$ cat src/rtl/fifo_cdcc_pkg.sv
// fifo_cdcc_pkg
//   Definitions shared by the write-side and read-side pointer controllers
//   of the fifo_cdcc block.
//   - FIFO_PTR_BITS_CNT_DEFAULT    : default pointer / BRAM address width
//   - FIFO_ALMOST_FULL_THR_DEFAULT : default almost-full fill threshold
//   - ptr_diff()                   : modulo occupancy count, head - tail
package fifo_cdcc_pkg;

  localparam int FIFO_PTR_BITS_CNT_DEFAULT    = 9;
  localparam int FIFO_ALMOST_FULL_THR_DEFAULT = 480;

  // Pointers of any width up to 32 bits travel through ptr_diff
  // zero-extended to this word. The caller truncates the result back to its
  // own pointer width. The low N bits of a 32-bit difference equal the
  // N-bit modulo difference, so pointer wrap-around needs no special case.
  localparam int PTR_WORD_BITS = 32;
  typedef logic [PTR_WORD_BITS-1:0] ptr_word_t;

  function automatic ptr_word_t ptr_diff(input ptr_word_t head, input ptr_word_t tail);
    return head - tail;
  endfunction

endpackage

$ cat src/rtl/fifo_level_monitor.sv
// fifo_level_monitor
//   Registered occupancy statistics for one side of the FIFO.
//   Ports:
//     clk         in   clock, all state on the rising edge
//     rst_n       in   asynchronous active-low reset
//     next_cnt    in   occupancy that will hold after this edge
//     clr_stat    in   synchronous clear of the high-water mark
//     fill_cnt    out  registered occupancy
//     almost_full out  registered, fill_cnt >= ALMOST_FULL_THR
//     hwm         out  largest fill_cnt seen since reset or clear
module fifo_level_monitor #(
  parameter int PTR_W           = 9,
  parameter int ALMOST_FULL_THR = 480
) (
  input  logic             clk,
  input  logic             rst_n,
  input  logic [PTR_W-1:0] next_cnt,
  input  logic             clr_stat,
  output logic [PTR_W-1:0] fill_cnt,
  output logic             almost_full,
  output logic [PTR_W-1:0] hwm
);

  localparam logic [PTR_W-1:0] THR = PTR_W'(ALMOST_FULL_THR);

  logic [PTR_W-1:0] fill_reg;
  logic             almost_full_reg;
  logic [PTR_W-1:0] hwm_reg;
  logic [PTR_W-1:0] hwm_next;

  // A clear reloads the mark with the level being registered now, so the
  // current occupancy is never lost from the statistic.
  always_comb begin
    hwm_next = hwm_reg;
    if (clr_stat || (next_cnt > hwm_reg)) begin
      hwm_next = next_cnt;
    end
  end

  always_ff @(posedge clk or negedge rst_n) begin
    if (!rst_n) begin
      fill_reg        <= '0;
      almost_full_reg <= 1'b0;
      hwm_reg         <= '0;
    end else begin
      fill_reg        <= next_cnt;
      almost_full_reg <= (next_cnt >= THR);
      hwm_reg         <= hwm_next;
    end
  end

  assign fill_cnt    = fill_reg;
  assign almost_full = almost_full_reg;
  assign hwm         = hwm_reg;

endmodule

$ cat src/rtl/fifo_write_ctrl.sv
// fifo_write_ctrl
//   Write-side pointer controller of fifo_cdcc. Owns the head pointer,
//   gates upstream writes into the dual-port BRAM, and reports write-domain
//   fill statistics.
//   Ports:
//     wr_clk        in   write-domain clock
//     wr_rst_n      in   asynchronous active-low reset
//     i_valid       in   upstream presents a word
//     o_ready       out  space available (combinational)
//     o_wr_en       out  BRAM write strobe
//     o_wr_addr     out  BRAM write address (current head)
//     i_rd_ptr      in   tail pointer, already synchronized into wr_clk
//     o_wr_ptr      out  committed head pointer for the read side
//     o_fill_cnt    out  registered occupancy
//     o_almost_full out  registered almost-full flag
//     o_hwm         out  high-water mark of o_fill_cnt
//     o_overflow    out  sticky: a word was offered while full
//     i_clr_stat    in   synchronous clear of o_overflow and o_hwm
module fifo_write_ctrl
  import fifo_cdcc_pkg::*;
#(
  parameter int INT_FIFO_PTR_BITS_CNT = FIFO_PTR_BITS_CNT_DEFAULT,
  parameter int INT_ALMOST_FULL_THR   = FIFO_ALMOST_FULL_THR_DEFAULT
) (
  input  logic                             wr_clk,
  input  logic                             wr_rst_n,
  input  logic                             i_valid,
  output logic                             o_ready,
  output logic                             o_wr_en,
  output logic [INT_FIFO_PTR_BITS_CNT-1:0] o_wr_addr,
  input  logic [INT_FIFO_PTR_BITS_CNT-1:0] i_rd_ptr,
  output logic [INT_FIFO_PTR_BITS_CNT-1:0] o_wr_ptr,
  output logic [INT_FIFO_PTR_BITS_CNT-1:0] o_fill_cnt,
  output logic                             o_almost_full,
  output logic [INT_FIFO_PTR_BITS_CNT-1:0] o_hwm,
  output logic                             o_overflow,
  input  logic                             i_clr_stat
);

  localparam int               PTR_W    = INT_FIFO_PTR_BITS_CNT;
  // One slot stays empty so that full and empty are distinguishable.
  localparam logic [PTR_W-1:0] FULL_CNT = '1;

  logic [PTR_W-1:0] head_reg;
  logic [PTR_W-1:0] head_next;
  logic [PTR_W-1:0] cnt;
  logic [PTR_W-1:0] next_cnt;
  logic             full;
  logic             accept;
  logic             overflow_reg;
  logic             overflow_next;

  always_comb begin
    cnt  = PTR_W'(ptr_diff(ptr_word_t'(head_reg), ptr_word_t'(i_rd_ptr)));
    full = (cnt == FULL_CNT);
    // The BRAM itself is not reset, so no strobe leaves this block while
    // reset is held even if upstream keeps i_valid high.
    accept    = i_valid & ~full & wr_rst_n;
    head_next = head_reg + PTR_W'(accept);
    // Statistics follow the post-update head against the current tail, so
    // they land on the same edge that moves the head.
    next_cnt  = PTR_W'(ptr_diff(ptr_word_t'(head_next), ptr_word_t'(i_rd_ptr)));

    // Set takes priority over clear so an overflow in the clear cycle is kept.
    overflow_next = overflow_reg;
    if (i_clr_stat) begin
      overflow_next = 1'b0;
    end
    if (i_valid && full) begin
      overflow_next = 1'b1;
    end
  end

  always_ff @(posedge wr_clk or negedge wr_rst_n) begin
    if (!wr_rst_n) begin
      head_reg     <= '0;
      overflow_reg <= 1'b0;
    end else begin
      head_reg     <= head_next;
      overflow_reg <= overflow_next;
    end
  end

  fifo_level_monitor #(
    .PTR_W           (PTR_W),
    .ALMOST_FULL_THR (INT_ALMOST_FULL_THR)
  ) u_level_monitor (
    .clk         (wr_clk),
    .rst_n       (wr_rst_n),
    .next_cnt    (next_cnt),
    .clr_stat    (i_clr_stat),
    .fill_cnt    (o_fill_cnt),
    .almost_full (o_almost_full),
    .hwm         (o_hwm)
  );

  assign o_ready    = ~full;
  assign o_wr_en    = accept;
  assign o_wr_addr  = head_reg;
  // The read side sees a new entry one wr_clk after its BRAM write.
  assign o_wr_ptr   = head_reg;
  assign o_overflow = overflow_reg;

endmodule

$ cat config.mk
export PLATFORM = sky130hd
export DESIGN_NAME = fifo_write_ctrl
export DESIGN_NICKNAME = d
export VERILOG_FILES = /design/src/rtl/fifo_cdcc_pkg.sv /design/src/rtl/fifo_level_monitor.sv /design/src/rtl/fifo_write_ctrl.sv
export SDC_FILE = /design/constraint.sdc
export NUM_CORES = 1
export LEC_CHECK = 0
export BUFFER_PORTS_ARGS = -buffer_cell sky130_fd_sc_hd__clkbuf_2
export CAP_MARGIN = 25
export CORE_MARGIN = 3
export CORE_UTILIZATION = 52
export DETAILED_ROUTE_END_ITERATION = 8
export HOLD_SLACK_MARGIN = 0.1
export PLACE_DENSITY = 0.76
export SYNTH_ARGS = -nofsm -noshare
export SYNTH_HDL_FRONTEND = slang
export SYNTH_HIERARCHICAL = 1
export SYNTH_SLANG_ARGS = --single-unit
$ cat constraint.sdc
create_clock -name wr_clk -period 5.45 [get_ports wr_clk]
set_input_delay 0.545 -clock wr_clk [delete_from_list [all_inputs] [get_ports wr_clk]]
set_output_delay 0.545 -clock wr_clk [all_outputs]
set_load 0.1 [all_outputs]
==> flow_summary.yaml <==
layout:
  antenna_cells: 0
  nets: 274
  nFillCells: 268
  drive_gt1_share_pct: 40.9
  design_area_mm2: 0.00243
  final_core_util_pct: 70.0
  area_growth_pct: 24.6
placement:
  port-buffer-count: 52
  hpwl_um: 3270
  postPlaceCellArea_mm2: 0.00233
  globalplace.congestion: 0.879
grt:
  grt_util_met1_pct: 23.6
  grt_pass1_vias: 1419
  grt_pass1_wl_um: 6420
  grt_use_met2_pct: 32.1
  grt_max_degree: 30
  antenna_found_initial: 0
  grt-busiest-layer: "met2"
  overflow: 0
  grt.total_usage_pct: 19.4
  grtUsageMet3_pct: 4.83
floorplan:
  start_util_pct: 56.2
  die_h_um: 67.2
  die_area_mm2: 0.00452
  rows: 21
  die_width_um: 67.2
  coreArea_mm2: 0.00347
  pin_count: 53
route:
  antenna_left: 0
  via_per_inst: 5.12
  wl_um: 3980
  routedWlPerCell_um: 14.3
  drc: 0
  first_iter_violations: 69
  num_vias: 1422
  first_pass_iters: 4
sta:
  rsz0062_at_grt: "no"
  post-route-min-period_ns: 5.16
  relSlewSlack_pct: 63.3
  period_share_pct: 94.7
  finalSetupTns_ns: 0
  setup_viol: 0
  slew_violations: 0
  tightest_slew_ns: 0.553
  clock.fmax_mhz: 194
  fin_skew_ns: 0.00413
  final-hold-violation-count: 0
  hold_slack_ns: 0.344
clock_tree:
  clock_sinks: 29
  cts-root-buf: "clkbuf_8"
  htree_levels: 2
  cts.hold.buffers_added: 0
  cts.path.max_buffers: 2
  clock_latency_ns: 0.28
  numCtsBuffers: 5
  cts_resized: 0
  clkSlewWorstSetupHoldPaths_ns: 0.06
  cts_tree: "yes"
worst_setup_path:
  crit_fanout: 9
  worst_setup_path_startpoint: "o_wr_addr[0]"
  crit_path_end_kind: "flip-flop"
  crit_type: "reg2reg"
  startpoint_type: "flip-flop"
  r2r_cells: 21
  r2r-start: "o_wr_addr[0]"
  cp.required_ns: 5.61
  worstPathArrival_ns: 5.32
synth:
  ys_ff_latch: 29
  syn_inst: 179
  synth_top_flop_cell: "dfrtp_1"
  synth_top_cells_by_area: "dfrtp_1, ha_1, xnor2_1, mux2_2, inv_1"
  synth_area_leader_cell: "dfrtp_1"
  postSynth.asyncResetShare_pct: 100
  netlist.area_leader.share_pct: 37.2
  synthDistinctLibCells: 36
  synthesis.nets: 222
  syn_avg_cell_area_um2: 10.9
  syn_area_mm2: 0.00195
  yosys_warnings: 6
  synth-edff-count: 0
  yosysSeqAreaShare_pct: 37.2
outcome:
  status: "finished, final reports clean"
hold_path:
  hp-class: "in2async"
run:
  drv_cap: 0
[critical path, cell delays in order, from the launching register on]
cell and delay (ns):
dfrtp_4 0.51, inv_2 0.08, ha_1 0.16, fa_1 0.40, nor3_1 0.19, nand3_1 0.14
nor3_4 0.21, a31oi_4 0.14, ha_4 0.20, ha_2 0.36, ha_1 0.23, nor2b_1 0.13
o21ai_1 0.16, a21oi_1 0.12, o41ai_1 0.34, xnor2_1 0.22, ha_1 0.39, nand4_4 0.15
a211oi_2 0.31, o32ai_4 0.15, buf_12 0.17, mux2_4 0.30
[stage by stage]
step,setup slack [ns],cells
finish,0.287,278
CTS,0.214,277
floorplan,0.0212,179
global route,0.0334,278
global placement,0.204,269
detailed placement,0.0883,269
[kinds of logic (layout without fill, tap and decap cells)]
group	after synthesis	count (layout)	synth area share (%)
buf+inv	30	83	7.51
xor+xnor	22	22	9.88
simple gates	36	36	10.7
flops	29	29	37.2
mux	10	10	5.78
compound gates	22	22	8.86
fa+ha+maj	30	30	20.0
[worst paths after layout]
check                                                    to  slack, ns
worst min-delay path            u_level_monitor/fill_cnt[6]       0.34
min in group wr_clk                  u_level_monitor/hwm[0]       0.54
worst min register to register       u_level_monitor/hwm[0]       0.54
worst max-delay path                 u_level_monitor/hwm[1]       0.29
max in group asynchronous                      o_wr_addr[2]       4.81
worst max register to register       u_level_monitor/hwm[1]       0.29
[routing by layer]
layer	part of all wire, %	wire (um)	vias up
li1	-	-	712
met1	44	1760	661
met2	47	1890	42
met3	6.2	247	7
met4	2.2	87	0
met5	0	0	-
[synth_stat cells, types with 2 or more instances]
cell type   n
dfrtp_1    29
ha_1       28
inv_1      21
xnor2_1    15
mux2_2     10
buf_4       9
nor2_1      8
a21oi_1     7
xor2_1      7
nand2_1     6
nand3_1     4
nor2b_1     4
a211oi_1    2
a21o_1      2
a31oi_1     2
fa_1        2
nand3b_1    2
nor3_1      2
o21ai_0     2
[placed cells by master (no fill, tap or decap), drive strengths merged, types with 3 or more instances in the layout]
| cell | synthesis | layout |
|---|---|---|
| nor2b | 4 | 4 |
| nand3 | 5 | 5 |
| clkbuf | 0 | 58 |
| nor2 | 9 | 9 |
| a211oi | 3 | 3 |
| xor2 | 7 | 7 |
| nor3 | 3 | 3 |
| inv | 21 | 21 |
| xnor2 | 15 | 15 |
| dfrtp | 29 | 29 |
| a21oi | 7 | 7 |
| nand2 | 6 | 6 |
| o21ai | 3 | 3 |
| mux2 | 10 | 10 |
| ha | 28 | 28 |
[timing repair]
action | 4_1_cts | 5_1_grt
setup buffers | 0 | 1
endpoints found under the hold margin | 0 | 0
setup endpoints to repair | 0 | 9
[final cells by class]
cell class / count / area (um^2) / area share [%]
Inverter: 21 / 78.8 / 3.25
Clock buffer: 6 / 72.6 / 2.99
Multi-Input combinational cell: 120 / 1180 / 48.5
Clock inverter: 2 / 10.0 / 0.412
Tap cell: 46 / 57.6 / 2.37
Timing Repair Buffer: 54 / 288 / 11.8
Sequential cell: 29 / 743 / 30.6
Power is left out: the tool's default activity adds up to more than one toggle a clock period on the data nets, which glitch-free logic cannot reach.
